## src/rtl/wb_tag_pkg.sv

```systemverilog
// Shared types for the write-back tag pipeline: the per-stage tag and its bubble value.
package wb_tag_pkg;

    localparam int REG_AW = 5;
    localparam int NREGS  = 1 << REG_AW;

    typedef struct packed {
        logic              regwr;
        logic              memread;
        logic [REG_AW-1:0] dst;
    } tag_t;

    localparam tag_t BUBBLE_TAG = '{regwr: 1'b0, memread: 1'b0, dst: '0};

endpackage

```

## src/rtl/reg_pending_cnt.sv

```systemverilog
// Per-register in-flight write counters; pending[r] flags registers with a write still in the pipe.
module reg_pending_cnt
    import wb_tag_pkg::*;
#(
    parameter int CNT_W = 2
) (
    input  logic              clk,
    input  logic              reset,
    input  logic              i_en,
    input  logic              i_inc,
    input  logic [REG_AW-1:0] i_inc_addr,
    input  logic              i_dec,
    input  logic [REG_AW-1:0] i_dec_addr,
    output logic [NREGS-1:0]  o_pending
);

    logic [CNT_W-1:0] r_cnt [NREGS];
    logic [NREGS-1:0] w_inc_hit;
    logic [NREGS-1:0] w_dec_hit;

    always_comb begin
        w_inc_hit = '0;
        w_dec_hit = '0;
        for (int r = 0; r < NREGS; r++) begin
            w_inc_hit[r] = i_inc && (i_inc_addr == REG_AW'(r));
            w_dec_hit[r] = i_dec && (i_dec_addr == REG_AW'(r));
        end
    end

    // An entry and a retirement of the same register in one cycle cancel out.
    always_ff @(posedge clk) begin
        if (reset) begin
            for (int r = 0; r < NREGS; r++) r_cnt[r] <= '0;
        end else if (i_en) begin
            for (int r = 0; r < NREGS; r++) begin
                if (w_inc_hit[r] && !w_dec_hit[r])
                    r_cnt[r] <= r_cnt[r] + CNT_W'(1);
                else if (w_dec_hit[r] && !w_inc_hit[r])
                    r_cnt[r] <= r_cnt[r] - CNT_W'(1);
            end
        end
    end

    always_comb begin
        o_pending = '0;
        for (int r = 1; r < NREGS; r++) o_pending[r] = (r_cnt[r] != '0);
    end

endmodule

```

## src/rtl/wb_tag_pipe.sv

```systemverilog
// Tracks destination tags through ID_EX / EX_MEM / MEM_WB, detects load-use hazards
// and keeps a pending-write vector for the register file.
module wb_tag_pipe
    import wb_tag_pkg::*;
#(
    parameter int REG_AW = wb_tag_pkg::REG_AW,
    parameter int CNT_W  = 2
) (
    input  logic              clk,
    input  logic              reset,
    input  logic              hold,
    input  logic              id_valid,
    input  logic              id_regwr,
    input  logic              id_memread,
    input  logic [REG_AW-1:0] id_dst,
    input  logic [REG_AW-1:0] id_rs,
    input  logic [REG_AW-1:0] id_rt,
    input  logic              id_uses_rt,
    input  logic              id_flush,
    output logic              ID_EX_RegWr,
    output logic              EX_MEM_RegWr,
    output logic              MEM_WB_RegWr,
    output logic [REG_AW-1:0] ID_EX_Rd,
    output logic [REG_AW-1:0] EX_MEM_RegDst,
    output logic [REG_AW-1:0] MEM_WB_RegDst,
    output logic              ID_EX_MemRead,
    output logic              load_use_stall,
    output logic [31:0]       pending
);

    tag_t r_id_ex;
    tag_t r_ex_mem;
    tag_t r_mem_wb;
    tag_t w_issue;
    logic w_stall;
    logic w_dst_zero;

    assign w_dst_zero = (id_dst == '0);

    // Load in EX whose result the ID instruction needs: one bubble buys the cycle.
    assign w_stall = id_valid && r_id_ex.memread && (r_id_ex.dst != '0) &&
                     ((r_id_ex.dst == id_rs) || (id_uses_rt && (r_id_ex.dst == id_rt)));

    always_comb begin
        w_issue = BUBBLE_TAG;
        if (id_valid && !id_flush && !w_stall) begin
            w_issue.regwr   = id_regwr && !w_dst_zero;
            w_issue.memread = id_memread;
            w_issue.dst     = id_dst;
        end
    end

    always_ff @(posedge clk) begin
        if (reset) begin
            r_id_ex  <= BUBBLE_TAG;
            r_ex_mem <= BUBBLE_TAG;
            r_mem_wb <= BUBBLE_TAG;
        end else if (!hold) begin
            r_id_ex  <= w_issue;
            r_ex_mem <= r_id_ex;
            r_mem_wb <= r_ex_mem;
        end
    end

    reg_pending_cnt #(.CNT_W(CNT_W)) u_cnt (
        .clk        (clk),
        .reset      (reset),
        .i_en       (!hold),
        .i_inc      (w_issue.regwr),
        .i_inc_addr (w_issue.dst),
        .i_dec      (r_mem_wb.regwr),
        .i_dec_addr (r_mem_wb.dst),
        .o_pending  (pending)
    );

    assign ID_EX_RegWr    = r_id_ex.regwr;
    assign EX_MEM_RegWr   = r_ex_mem.regwr;
    assign MEM_WB_RegWr   = r_mem_wb.regwr;
    assign ID_EX_Rd       = r_id_ex.dst;
    assign EX_MEM_RegDst  = r_ex_mem.dst;
    assign MEM_WB_RegDst  = r_mem_wb.dst;
    assign ID_EX_MemRead  = r_id_ex.memread;
    assign load_use_stall = w_stall;

endmodule

```

## config.mk

```make
export PLATFORM = sky130hd
export DESIGN_NAME = wb_tag_pipe
export DESIGN_NICKNAME = d
export VERILOG_FILES = /design/src/rtl/wb_tag_pkg.sv /design/src/rtl/reg_pending_cnt.sv /design/src/rtl/wb_tag_pipe.sv
export SDC_FILE = /design/constraint.sdc
export NUM_CORES = 1
export LEC_CHECK = 0
export ABC_AREA = 1
export CAP_MARGIN = 10
export CORE_AREA = 5 5 114 116
export DETAILED_ROUTE_END_ITERATION = 6
export DIE_AREA = 0 0 119 121
export MAX_ROUTING_LAYER = met4
export PLACE_DENSITY = 0.76
export SETUP_SLACK_MARGIN = 0.15
export SLEW_MARGIN = 20
export SYNTH_ARGS = -nofsm -noshare
export SYNTH_HDL_FRONTEND = slang
export SYNTH_SLANG_ARGS = --single-unit
```

## constraint.sdc

```tcl
create_clock -name clk -period 2.5 [get_ports clk]
set_input_delay 0.375 -clock clk [delete_from_list [all_inputs] [get_ports clk]]
set_output_delay 0.375 -clock clk [all_outputs]
set_load 0.01 [all_outputs]
```

==> flow_metrics.tcl <==
set metrics [dict create \
    power_density_mw_per_mm2 490 \
    synth-compound-area-share_pct 7.42 \
    intPower_w 0.00250 \
    status "finished clean" \
    n_fill_cell 1072 \
    finalCritPeriodShare_pct 90.0 \
    hold_buffers 0 \
    crit_required_ps 2610 \
    start_util_pct 44.0 \
    dp_cells 984 \
    die_area_mm2 0.0144 \
    num_vias 5064 \
    antenna_cells 0 \
    pin_count 75 \
    cts_tree "built" \
    grt_overflow_total 0 \
    synth_area_leaders "edfxtp_1, nand2_1, nor2_1" \
    firstDrtPassIters 7 \
    ir_worst_vdd_mv 0.319 \
    cp.arrival_ps 2350 \
    synth-seq-cells 81 \
    port_buffers 73 \
    fmax_ghz 0.445 \
    clockBufferDepth 2 \
    drc 0 \
    cts_setup_buffers 0 \
    synthMuxAreaShare_pct 0.193 \
    grt_pass1_vias 4769 \
    dpl_cell_area_mm2 0.00645 \
    drive_gt1_share_pct 14.7 \
    core_area_mm2 0.0118 \
    syn2layout_area_growth_pct 30.3 \
    synth_fa_ha_area_share_pct 0.241 \
    fp-row-count 40 \
    yosysTopAreaCellShare_pct 35.8 \
    routed_via_density 5.06 \
    fin_crit_ps 2250 \
    combPwrFrac_pct 14.2 \
    finalSetupViolations 0 \
    switching_power_w 0.000812 \
    crit_fanout 11 \
    finish.utilization_pct 57.3 \
    min_path_type "reg -> reg" \
    cts_sinks 81 \
    fin_cells 1000 \
    p_clk_share_pct 38.7 \
    async_flop_share_pct 0 \
    yosysWarnings 0 \
    netlist_top_cells_count "nand2_1, nor2_1, inv_1, edfxtp_1, nand3_1" \
    drv_slew 0 \
    cp-start-kind "input pin" \
    postRouteAntennaNets 0 \
    gp_congestion 0.989 \
    wl_per_cell_um 13.4 \
    place_hpwl_mm 10.2 \
    synth_area_per_cell_um2 7.12 \
    cts.htree.levels 3 \
    ff_latch_area_mm2 0.00224 \
    synth_simple_gate_area_share_pct 38.1 \
    die_y_um 121 \
    antenna_found_initial 0 \
    post-route-cell-area_mm2 0.00677 \
    design_power_total_w 0.00331 \
    maxCapViolCount 0 \
    die_w_um 119 \
    synth_cell_type_count 35 \
    crit_path_end_kind "register" \
    yosys.area.top_type "edfxtp_1" \
    drtIter0Drc 301 \
    power_leakage_nw 2.92 \
    synth_most_common_cell "nand2_1" \
    root_buffer "clkbuf_16" \
    hold_viol_final 0 \
    fin_skew_ps 4.85 \
    synth-edff-count 62 \
    cts.reportedPaths.clkPinSlew_ps 60 \
    wl_mm 13.4 \
    crit_type "in -> reg" \
    ys_seq_area_share_pct 43.2 \
    fin_setup_tns_ps 0 \
    synth.net_count 754 \
    synthFlopType "edfxtp_1" \
    multi_input_comb_area_mm2 0.00253 \
    synth_top_family_by_area "simple AND/OR/NAND/NOR gates" \
    cts_made_buffers 9 \
    seq_power_share_pct 47.0 \
    grt_pass1_wl_mm 22.1 \
    gr-usage-all-layers_pct 19.4 \
    netlist_area_mm2 0.00519 \
    syn_inst 730 \
    switching_share_pct 24.5 \
    fin_nets 872 \
    grt_max_degree 31 \
    synth-xor-area-share_pct 2.19 \
    clk-insertion-delay-late_ps 350 \
    rsz0062_at_grt "yes" \
]
==> flip-flops by register name (all words and copies together), names as in the netlist <==
| name | count |
|---|---|
| u_cnt.r_cnt | 62 |
| EX_MEM_RegDst | 5 |
| ID_EX_RegWr | 1 |
| ID_EX_Rd | 5 |
| ID_EX_MemRead | 1 |
| MEM_WB_RegWr | 1 |
| EX_MEM_RegWr | 1 |
| MEM_WB_RegDst | 5 |
==> worst max-delay path: stages <==
cell             delay [ps]
clkdlybuf4s50_1         480
nand2_1                  60
nand2_1                  60
nor2_1                   40
nand3_1                  70
nand2_1                  80
nand2_4                 150
nand4_1                 250
nor2_1                  280
nand2_1                 160
buf_4                   170
a21oi_1                 110
nor2_1                   60
==> layout make-up <==
type                    instances  area share [%]
multi-input cells             535            37.4
clock buffers                  14            4.09
inverters                      92            5.10
repair buffers                129            17.4
clock inverters                 2           0.185
well taps                     147            2.72
flip-flops and latches         81            33.1
==> worst paths after layout <==
kind | end | startpoint | cells after the start | slack [ps]
worst max-delay path | u_cnt.r_cnt[1][21]$_SDFFCE_PP0P_ | id_rs[3] | 13 | 250
worst min-delay path | MEM_WB_RegWr$_SDFFE_PP0N_ | EX_MEM_RegWr$_SDFFE_PP0N_ | 2 | 490
worst max register to register | u_cnt.r_cnt[1][21]$_SDFFCE_PP0P_ | ID_EX_Rd[2]$_SDFFE_PP0N_ | 12 | 290
worst min register to register | MEM_WB_RegWr$_SDFFE_PP0N_ | EX_MEM_RegWr$_SDFFE_PP0N_ | 2 | 490
==> cells in the final DEF, fill, tap and decap left out, types with 6 or more instances in the layout <==
cell type        synthesis  final
o21ai_1                  7     12
a21oi_1                 31     31
nor2_1                 106    106
dfxtp_1                 19     18
edfxtp_1                62     62
o22ai_1                 16     16
nand3_1                 57     57
or2_2                   30     30
nand4_1                 24     24
clkdlybuf4s50_1          0     72
nand2_1                210    210
inv_1                   80     80
inv_2                   10     10
buf_4                    2     54
clkbuf_16                0     10
nor2_4                   2      6
xor2_1                  12     12
==> through the flow <==
stage,setup WS (ps),hold slack [ps]
after global placement,-110,479
after CTS,234,498
after floorplan,507,508
after global routing,130,523
final,251,491
after detailed placement,-177,488
==> kinds of logic after synthesis <==
kind of cell / after synthesis
compound gates: 69
mux: 1
simple gates: 450
other cells: 1
flops: 81
fa+ha+maj: 1
xor+xnor: 13
buf+inv: 114
==> power groups by stage <==
stage                     Combinational, W  Clock [W]  Sequential (W)
after global routing              0.000521    0.00136         0.00157
after detailed placement          0.000464          0         0.00159
after floorplan                   0.000261          0         0.00158
after CTS                         0.000468    0.00131         0.00156
final                             0.000472    0.00128         0.00156
after global placement            0.000459          0         0.00158
==> per-layer routing <==
layer | part of all wire (%) | track usage [%] | up-vias
met5 | 0 | - | -
met4 | 2.6 | 8.33 | 0
met3 | 6.1 | 2.89 | 29
met2 | 47 | 31.1 | 166
met1 | 45 | 24.6 | 2249
li1 | - | - | 2620
==> what timing repair did <==
item,4_1_cts,5_1_grt
resized for setup,3,9
pin swaps,1,0
endpoints found under the setup margin,1,26
endpoints found under the hold margin,0,0
cloned,0,0
No activity file was read; power rests on OpenSTA's default activity.
